### src/rtl/vend_pkg.sv
// Shared types and coin values for the vending sequencer.
// No logic here; only state encoding and coin denominations in cents.
package vend_pkg;

    typedef enum logic [1:0] {
        IDLE     = 2'd0,
        COLLECT  = 2'd1,
        DISPENSE = 2'd2,
        CHANGE   = 2'd3
    } state_e;

    localparam int COIN_NICKEL  = 5;
    localparam int COIN_DIME    = 10;
    localparam int COIN_QUARTER = 25;
    localparam int RET_UNIT     = 5;

endpackage

### src/rtl/vend_if.sv
// Coin-slot / actuator bundle between the front end (master) and the sequencer (slave).
// Latency and backpressure are properties of the sequencer, not of this bundle.
interface vend_if #(
    parameter int CREDIT_W = 7
);
    logic                i_nickel;
    logic                i_dime;
    logic                i_quarter;
    logic                i_cancel;
    logic                i_ret_ready;
    logic                o_ret_valid;
    logic                o_dispense;
    logic                o_coin_reject;
    logic [CREDIT_W-1:0] o_credit;
    logic                o_busy;

    modport master (
        output i_nickel, i_dime, i_quarter, i_cancel, i_ret_ready,
        input  o_ret_valid, o_dispense, o_coin_reject, o_credit, o_busy
    );

    modport slave (
        input  i_nickel, i_dime, i_quarter, i_cancel, i_ret_ready,
        output o_ret_valid, o_dispense, o_coin_reject, o_credit, o_busy
    );
endinterface

### src/rtl/vend_coin_sel.sv
// Priority-encodes simultaneous coin pulses (nickel > dime > quarter) into one value.
// Latency: combinational. Backpressure: none; the caller decides whether to accept.
module vend_coin_sel
    import vend_pkg::*;
#(
    parameter int CREDIT_W = 7
) (
    input  logic                nickel,
    input  logic                dime,
    input  logic                quarter,
    output logic [CREDIT_W-1:0] coin_val,
    output logic                coin_vld,
    output logic                coin_multi
);

    always_comb begin
        coin_val = '0;
        if (nickel) begin
            coin_val = CREDIT_W'(COIN_NICKEL);
        end else if (dime) begin
            coin_val = CREDIT_W'(COIN_DIME);
        end else if (quarter) begin
            coin_val = CREDIT_W'(COIN_QUARTER);
        end
    end

    assign coin_vld   = nickel | dime | quarter;
    assign coin_multi = (nickel & dime) | (nickel & quarter) | (dime & quarter);

endmodule

### src/rtl/vend_sequencer.sv
// Vending sequencer: accumulates coin credit, strobes dispense, returns change as nickels.
// Latency: coin at N -> credit/dispense at N+1. Backpressure: o_ret_valid holds until i_ret_ready.
// Optional refund on i_cancel in COLLECT when VEND_CANCEL_EN is defined.
module vend_sequencer
    import vend_pkg::*;
#(
    parameter int PRICE    = 20,
    parameter int CREDIT_W = 7
) (
    input  logic   i_clk,
    input  logic   ni_rst,
    vend_if.slave  bus
);

    localparam logic [CREDIT_W-1:0] PRICE_C = CREDIT_W'(PRICE);
    localparam logic [CREDIT_W-1:0] RET_C   = CREDIT_W'(RET_UNIT);

    state_e              state;
    logic [CREDIT_W-1:0] credit;
    logic                dispense;
    logic                ret_valid;

    logic [CREDIT_W-1:0] coin_val;
    logic                coin_vld;
    logic                coin_multi;
    logic                cancel_hit;
    logic                coin_acc;
    logic                busy;
    logic [CREDIT_W-1:0] credit_next;

    vend_coin_sel #(
        .CREDIT_W (CREDIT_W)
    ) u_coin_sel (
        .nickel     (bus.i_nickel),
        .dime       (bus.i_dime),
        .quarter    (bus.i_quarter),
        .coin_val   (coin_val),
        .coin_vld   (coin_vld),
        .coin_multi (coin_multi)
    );

`ifdef VEND_CANCEL_EN
    assign cancel_hit = bus.i_cancel && (state == COLLECT);
`else
    logic unused_cancel;
    assign unused_cancel = bus.i_cancel;
    assign cancel_hit    = 1'b0;
`endif

    assign busy        = (state == DISPENSE) || (state == CHANGE);
    assign coin_acc    = coin_vld && !busy && !cancel_hit;
    assign credit_next = credit + coin_val;

    // A coin is rejected if it loses priority, arrives while busy, loses to cancel, or lands in reset.
    assign bus.o_coin_reject = coin_vld && (coin_multi || busy || cancel_hit || !ni_rst);

    always_ff @(posedge i_clk) begin
        if (!ni_rst) begin
            state     <= IDLE;
            credit    <= '0;
            dispense  <= 1'b0;
            ret_valid <= 1'b0;
        end else begin
            dispense <= 1'b0;
            case (state)
                IDLE, COLLECT: begin
                    if (cancel_hit) begin
                        state     <= CHANGE;
                        ret_valid <= 1'b1;
                    end else if (coin_acc) begin
                        credit <= credit_next;
                        if (credit_next >= PRICE_C) begin
                            state    <= DISPENSE;
                            dispense <= 1'b1;
                        end else begin
                            state <= COLLECT;
                        end
                    end
                end
                DISPENSE: begin
                    credit <= credit - PRICE_C;
                    if (credit != PRICE_C) begin
                        state     <= CHANGE;
                        ret_valid <= 1'b1;
                    end else begin
                        state <= IDLE;
                    end
                end
                CHANGE: begin
                    if (ret_valid && bus.i_ret_ready) begin
                        credit <= credit - RET_C;
                        if (credit == RET_C) begin
                            state     <= IDLE;
                            ret_valid <= 1'b0;
                        end
                    end
                end
                default: state <= IDLE;
            endcase
        end
    end

    assign bus.o_credit    = credit;
    assign bus.o_dispense  = dispense;
    assign bus.o_ret_valid = ret_valid;
    assign bus.o_busy      = busy;

    a_credit_bound: assert property (@(posedge i_clk) disable iff (!ni_rst)
        credit <= CREDIT_W'(PRICE + 20));

endmodule

### src/flat_wrapper.sv
// flat-port wrapper written by rule: the top's interface ports become plain ports
module vend_sequencer_flat import vend_pkg::*;
#(
    parameter int PRICE    = 20,
    parameter int CREDIT_W = 7
)
  (i_clk, ni_rst, bus_i_nickel, bus_i_dime, bus_i_quarter, bus_i_cancel, bus_i_ret_ready, bus_o_ret_valid, bus_o_dispense, bus_o_coin_reject, bus_o_credit, bus_o_busy);
  vend_if #(.CREDIT_W(CREDIT_W)) bus_i ();
  input  logic i_clk;
  input  logic ni_rst;
  input wire logic [$bits(bus_i.i_nickel)-1:0] bus_i_nickel;
  input wire logic [$bits(bus_i.i_dime)-1:0] bus_i_dime;
  input wire logic [$bits(bus_i.i_quarter)-1:0] bus_i_quarter;
  input wire logic [$bits(bus_i.i_cancel)-1:0] bus_i_cancel;
  input wire logic [$bits(bus_i.i_ret_ready)-1:0] bus_i_ret_ready;
  output wire logic [$bits(bus_i.o_ret_valid)-1:0] bus_o_ret_valid;
  output wire logic [$bits(bus_i.o_dispense)-1:0] bus_o_dispense;
  output wire logic [$bits(bus_i.o_coin_reject)-1:0] bus_o_coin_reject;
  output wire logic [$bits(bus_i.o_credit)-1:0] bus_o_credit;
  output wire logic [$bits(bus_i.o_busy)-1:0] bus_o_busy;
  assign bus_i.i_nickel = bus_i_nickel;
  assign bus_i.i_dime = bus_i_dime;
  assign bus_i.i_quarter = bus_i_quarter;
  assign bus_i.i_cancel = bus_i_cancel;
  assign bus_i.i_ret_ready = bus_i_ret_ready;
  assign bus_o_ret_valid = bus_i.o_ret_valid;
  assign bus_o_dispense = bus_i.o_dispense;
  assign bus_o_coin_reject = bus_i.o_coin_reject;
  assign bus_o_credit = bus_i.o_credit;
  assign bus_o_busy = bus_i.o_busy;
  vend_sequencer #(.PRICE(PRICE), .CREDIT_W(CREDIT_W)) u_core (.i_clk(i_clk), .ni_rst(ni_rst), .bus(bus_i));
endmodule
### config.mk
export PLATFORM = sky130hd
export DESIGN_NAME = vend_sequencer_flat
export DESIGN_NICKNAME = d
export VERILOG_FILES = /design/src/rtl/vend_pkg.sv /design/src/rtl/vend_if.sv /design/src/rtl/vend_coin_sel.sv /design/src/rtl/vend_sequencer.sv /design/src/flat_wrapper.sv
export SDC_FILE = /design/constraint.sdc
export NUM_CORES = 1
export LEC_CHECK = 0
export ABC_AREA = 1
export ABC_CLOCK_PERIOD_IN_PS = 3000
export CORE_MARGIN = 2
export CORE_UTILIZATION = 55
export CTS_CLUSTER_DIAMETER = 50
export DETAILED_ROUTE_END_ITERATION = 7
export GPL_ROUTABILITY_DRIVEN = 0
export GPL_TIMING_DRIVEN = 1
export PLACE_DENSITY = 0.78
export SETUP_SLACK_MARGIN = 0.5
export SKIP_LAST_GASP = 1
export SYNTH_ARGS = -nofsm -noshare
export SYNTH_HDL_FRONTEND = slang
export SYNTH_SLANG_ARGS = --single-unit
### constraint.sdc
create_clock -name i_clk -period 3 [get_ports i_clk]
set_clock_uncertainty 0.05 [all_clocks]
set_input_delay 0.6 -clock i_clk [delete_from_list [all_inputs] [get_ports i_clk]]
set_output_delay 0.6 -clock i_clk [all_outputs]
set_load 0.02 [all_outputs]
* Word-level counts from Yosys, hierarchy flattened
Index checks and enable logic that the tools add are counted.
W data, S select, Z words.
** Storage, ports and cells
- Memories kept :: 0
- ROM bits :: 0
- Bits in latches :: 0
- Input bits :: 7
- Output and inout bits :: 11
- Flip-flop bits (word level) :: 11
- Logic and storage cells :: 56
- Memory bits (writable) :: 0
** Cells by class
- Shift-type cells :: 0
- Add/subtract/negate cells :: 3
- Bitwise operators :: 8
- Magnitude comparators :: 1
- Eq/ne operators :: 9
- Muxes and demuxes :: 17
- $mul :: 0
- Reductions and logical operators :: 14
- Div/mod/pow operators :: 0
** Operators by type and width (number)
- $pmux W7 S3 :: 1
- $mux W5 :: 3
- $mux W7 :: 2
- $mux W2 :: 5
- $add A7 B5 Y7 :: 1
- $eq A7 B3 Y1 const B :: 1
- $ge A7 B5 Y1 const B :: 1
- $ne A7 B5 Y1 const B :: 1
- $sub A7 B3 Y7 const B :: 1
- $sub A7 B5 Y7 const B :: 1
- $ne A2 B2 Y1 const B :: 3
- $pmux W2 S3 :: 1
- $reduce_and A3 Y1 :: 2
- $eq A2 B2 Y1 const B :: 2
- $mux W1 :: 4
- $or A1 B1 Y1 :: 4
- $reduce_and A4 Y1 :: 1
- $and A1 B1 Y1 :: 3
- $logic_and A1 B1 Y1 :: 3
- $logic_or A1 B1 Y1 :: 3
- $eq A2 B1 Y1 const B :: 1
- $logic_not A1 Y1 :: 2
- $logic_not A2 Y1 :: 1
- $ne A2 B1 Y1 const B :: 1
- other kinds (4) :: 4

* Logic depth before layout (Yosys ltp)
- Depth in word-level cells :: 8
- Mapped depth :: 15
- Gate-level depth less buffers :: 15

* Cells and area by module
A second synthesis with hierarchy kept.
** Unflattened totals
- Cells, all modules :: 189
- Area, all modules :: 1174.9 um2
** Modules (own cells, without submodules)
- vend_sequencer :: cells an instance 172, area an instance 1098.6 um2, times used 1, seq. area each 220.2 um2
- vend_coin_sel :: cells an instance 17, area an instance 76.3 um2, times used 1, seq. area each 0.0 um2

* Least setup slack after synthesis
No wires, ideal clock.
- Path type :: input port to flip-flop
- Start :: input port bus_i_quarter
- End :: register u_core.state[1]
- Arrival time :: 1.968 ns
- Library setup time :: 0.115 ns
- Cell stages on the path :: 13
- Buffers on the path :: 0
- Slack :: 0.867 ns
- Cells stage by stage :: inv_1 -> o21ai_0 -> ha_1 -> inv_1 -> fa_1 -> inv_1 -> nand3_1 -> nand3_1 -> nand2_1 -> nand2_1 -> nand3_1 -> nand3_1 -> nand2_1
** Between the ends
- Longest elaborated chain between the ends :: 8
** RTL lines
- from (decl) :: RTL line flat_wrapper.sv:13 : input wire logic [$bits(bus_i.i_quarter)-1:0] bus_i_quarter;
- $mux W5 :: RTL line vend_coin_sel.sv:22 : end else if (quarter) begin
- $mux W5 :: RTL line vend_coin_sel.sv:20 : end else if (dime) begin
- $mux W5 :: RTL line vend_coin_sel.sv:18 : if (nickel) begin
- $add A7 B5 Y7 :: RTL line vend_sequencer.sv:52 : assign credit_next = credit + coin_val;
- $ge A7 B5 Y1 :: RTL line vend_sequencer.sv:72 : if (credit_next >= PRICE_C) begin
- $mux W2 :: RTL line vend_sequencer.sv:72
- $mux W2 :: RTL line vend_sequencer.sv:70 : end else if (coin_acc) begin
- $pmux W2 S3 :: RTL line vend_sequencer.sv:65 : case (state)
- to (signal assigned) :: RTL line vend_sequencer.sv:68 : state <= CHANGE;
- to (signal assigned) :: RTL line vend_sequencer.sv:73 : state <= DISPENSE;
- to (signal assigned) :: RTL line vend_sequencer.sv:76 : state <= COLLECT;
- to (decl) :: RTL line vend_sequencer.sv:18 : state_e state;
Parallel ways exist; a longest one is shown, timed or not. The select of a mux whose other input is x is not followed.
A chain may end at the register's enable or synchronous reset.

* Final worst setup path
- Start :: input port bus_i_nickel
- End :: register u_core.state[0]
** Between the ends
- Longest elaborated chain between the ends :: 6
** RTL lines
- from (decl) :: RTL line flat_wrapper.sv:11 : input wire logic [$bits(bus_i.i_nickel)-1:0] bus_i_nickel;
- $mux W5 :: RTL line vend_coin_sel.sv:18
- $add A7 B5 Y7 :: RTL line vend_sequencer.sv:52
- $ge A7 B5 Y1 :: RTL line vend_sequencer.sv:72
- $mux W2 :: RTL line vend_sequencer.sv:72
- $mux W2 :: RTL line vend_sequencer.sv:70
- $pmux W2 S3 :: RTL line vend_sequencer.sv:65
Parallel ways exist; a longest one is shown, timed or not. The select of a mux whose other input is x is not followed.

==> run metrics <==
post-synthesis sequential area ratio 0.203; Worst EP required about 3.2 ns; Root Driver clkbuf_4; via count 1241; n_diodes 0; Hold Slack ~0.45 ns; initial antenna violation count 0; gr ovfl total 0; Slew @ Worst Pin around 0.40 ns; hold path cells 2; worst-skew pair later-pin latency 0.28 ns; CP arrival 2.57 ns; Reg-to-Reg End u_core.state[0]; non-filler instance count after layout around 230; CTS tree built; total negative slack 0 ns; slowest stage delay, CP a little over 0.5 ns; area delta synth->final 29.8%; First DRT Iteration DRCs 52; Starting Density 0.570; Die H 48.4 um; nets@finish 218; Wirelength per Cell about 13 um; CP Class in2reg; drt pass-1 iters 4; type of destination of the critical path flop; total power 1.47 mW; status completed; commonest non-fill, non-tap cell in the layout nand2_1; DP Cell Count 220; clock slew at reported path FFs 0.08 ns; Max-cap violations 0; placed wire-length estimate 2.15 mm; core area 1900 um^2; final hold violation count 0; storage element area 220 um^2; critical path, cell by cell clkdlybuf4s50_1 > inv_1 > o21ai_2 > ha_2 > inv_2 > fa_2 > inv_2 > nand2_2 > nand3_1 > nand2_1 > nand2_2 > nand4_1 > a21oi_2; register bit total from synthesis 11; Slew HR 0.729; CP Launch Point bus_i_nickel; worst vdd ir around 0.00066 V; endpoints failing setup 0; # port buffers 16; routed vias/inst 5.47; H-tree lvl count 1; syn avg cell area 6.16 um^2; hold_buf cts 0; Mapped Area 1080 um^2; largest net degree at the start of global routing 10; leak pwr around 0.7 nW; cells on worst reg2reg path 10; layout cell share with drive strength beyond 1 0.200; post-route antenna net violation count 0; hold path start u_core.bus.o_ret_valid; chip width 48.4 um; CP startpoint kind input pin; DIE AREA around 2300 um^2; CTS buffer count 3; FMAX 0.417 GHz; area taken by multi-input logic gates 805 um^2; Synth Warn # 0; DRC Markers 0; final-report max-slew violation count 0; most frequent cells in the layout 38 x nand2_1, 24 x inv_1, 15 x o21ai_0; Cell Rows 16; RSZ-0062 raised after global routing false; reg-to-reg slack, setup 1.10 ns; Final min period 2.40 ns; worst-case clock buffer depth 2; Pwr Density 1050 nW/um^2; gr usage total 0.256; final period utilization 0.800; Post-Route WL 2.85 mm; CTS Sinks 11; critical-path maximum fanout 2; first-pass GRT wire length between 4 and 5 mm; Worst R2R Start u_core.bus.o_credit[0]; Cell variety after synth 25; Hold Crit Class reg2reg; Core Util, Final 0.740; vias in the first global route around 1100; io pins 18; Syn Inst Count 176; Hold Path Sink u_core.bus.o_ret_valid; Critical-path top delay cell clkdlybuf4s50_1; syn_nets just under 200; # fillers roughly 160
-- cell families after synthesis --
group,count (synthesis),synth area share
fa+ha+maj,10,0.122
buf+inv,33,0.122
simple gates,81,0.345
flops,11,0.203
xor+xnor,3,0.0242
compound gates,38,0.183
-- sequential cells by signal (all words and copies together) (netlist names) --
signal	count
u_core.bus.o_credit	7
u_core.bus.o_dispense	1
u_core.bus.o_ret_valid	1
u_core.state	2
-- layer usage --
| layer | track usage | part of all wire | up-vias |
|---|---|---|---|
| met5 | 0 | 0 | - |
| met4 | 0.0667 | 0.014 | 0 |
| met3 | 0.0617 | 0.052 | 7 |
| met2 | 0.431 | 0.48 | 32 |
| met1 | 0.330 | 0.45 | 577 |
| li1 | - | - | 625 |
-- per-stage QoR --
| stage | setup slack, ns | cell area [um^2] |
|---|---|---|
| after CTS | 0.513 | 1330 |
| final | 0.601 | 1410 |
| after detailed placement | 0.148 | 1280 |
| after floorplan | 0.867 | 1080 |
| after global placement | 0.177 | 1280 |
| after global routing | 0.438 | 1410 |
-- Yosys cell counts, drive strengths merged --
master,number,share of area
nand2,46,0.18
o22ai,3,0.017
o21ai,19,0.088
fa,1,0.018
a21oi,13,0.060
inv,31,0.11
nor3,1,0.0046
dlygate4sd1,1,0.0081
xor2,3,0.024
nor2,11,0.045
a31oi,2,0.012
ha,9,0.10
a211oi,1,0.0069
nand4,4,0.023
and3,1,0.0058
clkinv,1,0.0046
or2,1,0.0058
dfxtp,11,0.20
nand3,17,0.078
-- timing repair --
item / 4_1_cts / 5_1_grt
pin swaps: 0 / 11
gates cloned: 0 / 0
gates resized for setup: 5 / 23
buffers inserted: 1 / 2
setup endpoints to repair: 4 / 5
-- power by group --
part	internal [mW]	total (mW)	switching [mW]
clock network	0.0496	0.108	0.0580
logic	0.419	1.04	0.617
registers	0.218	0.329	0.111
total	0.687	1.47	0.786
-- how the worst max path moves through the flow --
stage	end	slack [ns]
CTS	u_core.state[1]	0.51
global placement	u_core.state[1]	0.18
floorplan	u_core.state[1]	0.87
finish	u_core.state[0]	0.60
global route	u_core.state[0]	0.44
detailed placement	u_core.state[1]	0.15
-- final cells by class --
type | count | share of cell area
multi-input cells | 132 | 0.572
flip-flops and latches | 11 | 0.156
repair buffers | 21 | 0.140
inverters | 32 | 0.0880
well taps | 27 | 0.0240
clock buffers | 3 | 0.0160
clock inverters | 1 | 0.00356
-- critical path, delay by kind of cell --
family                   cells  cell delay (ns)
buffers and inverters        4             0.72
AO/OA/AOI/OAI                2             0.23
AND/OR/NAND/NOR              5             0.45
adder cells (fa/ha/maj)      2             0.58
Note: power is estimated with default switching activity, not from simulation.
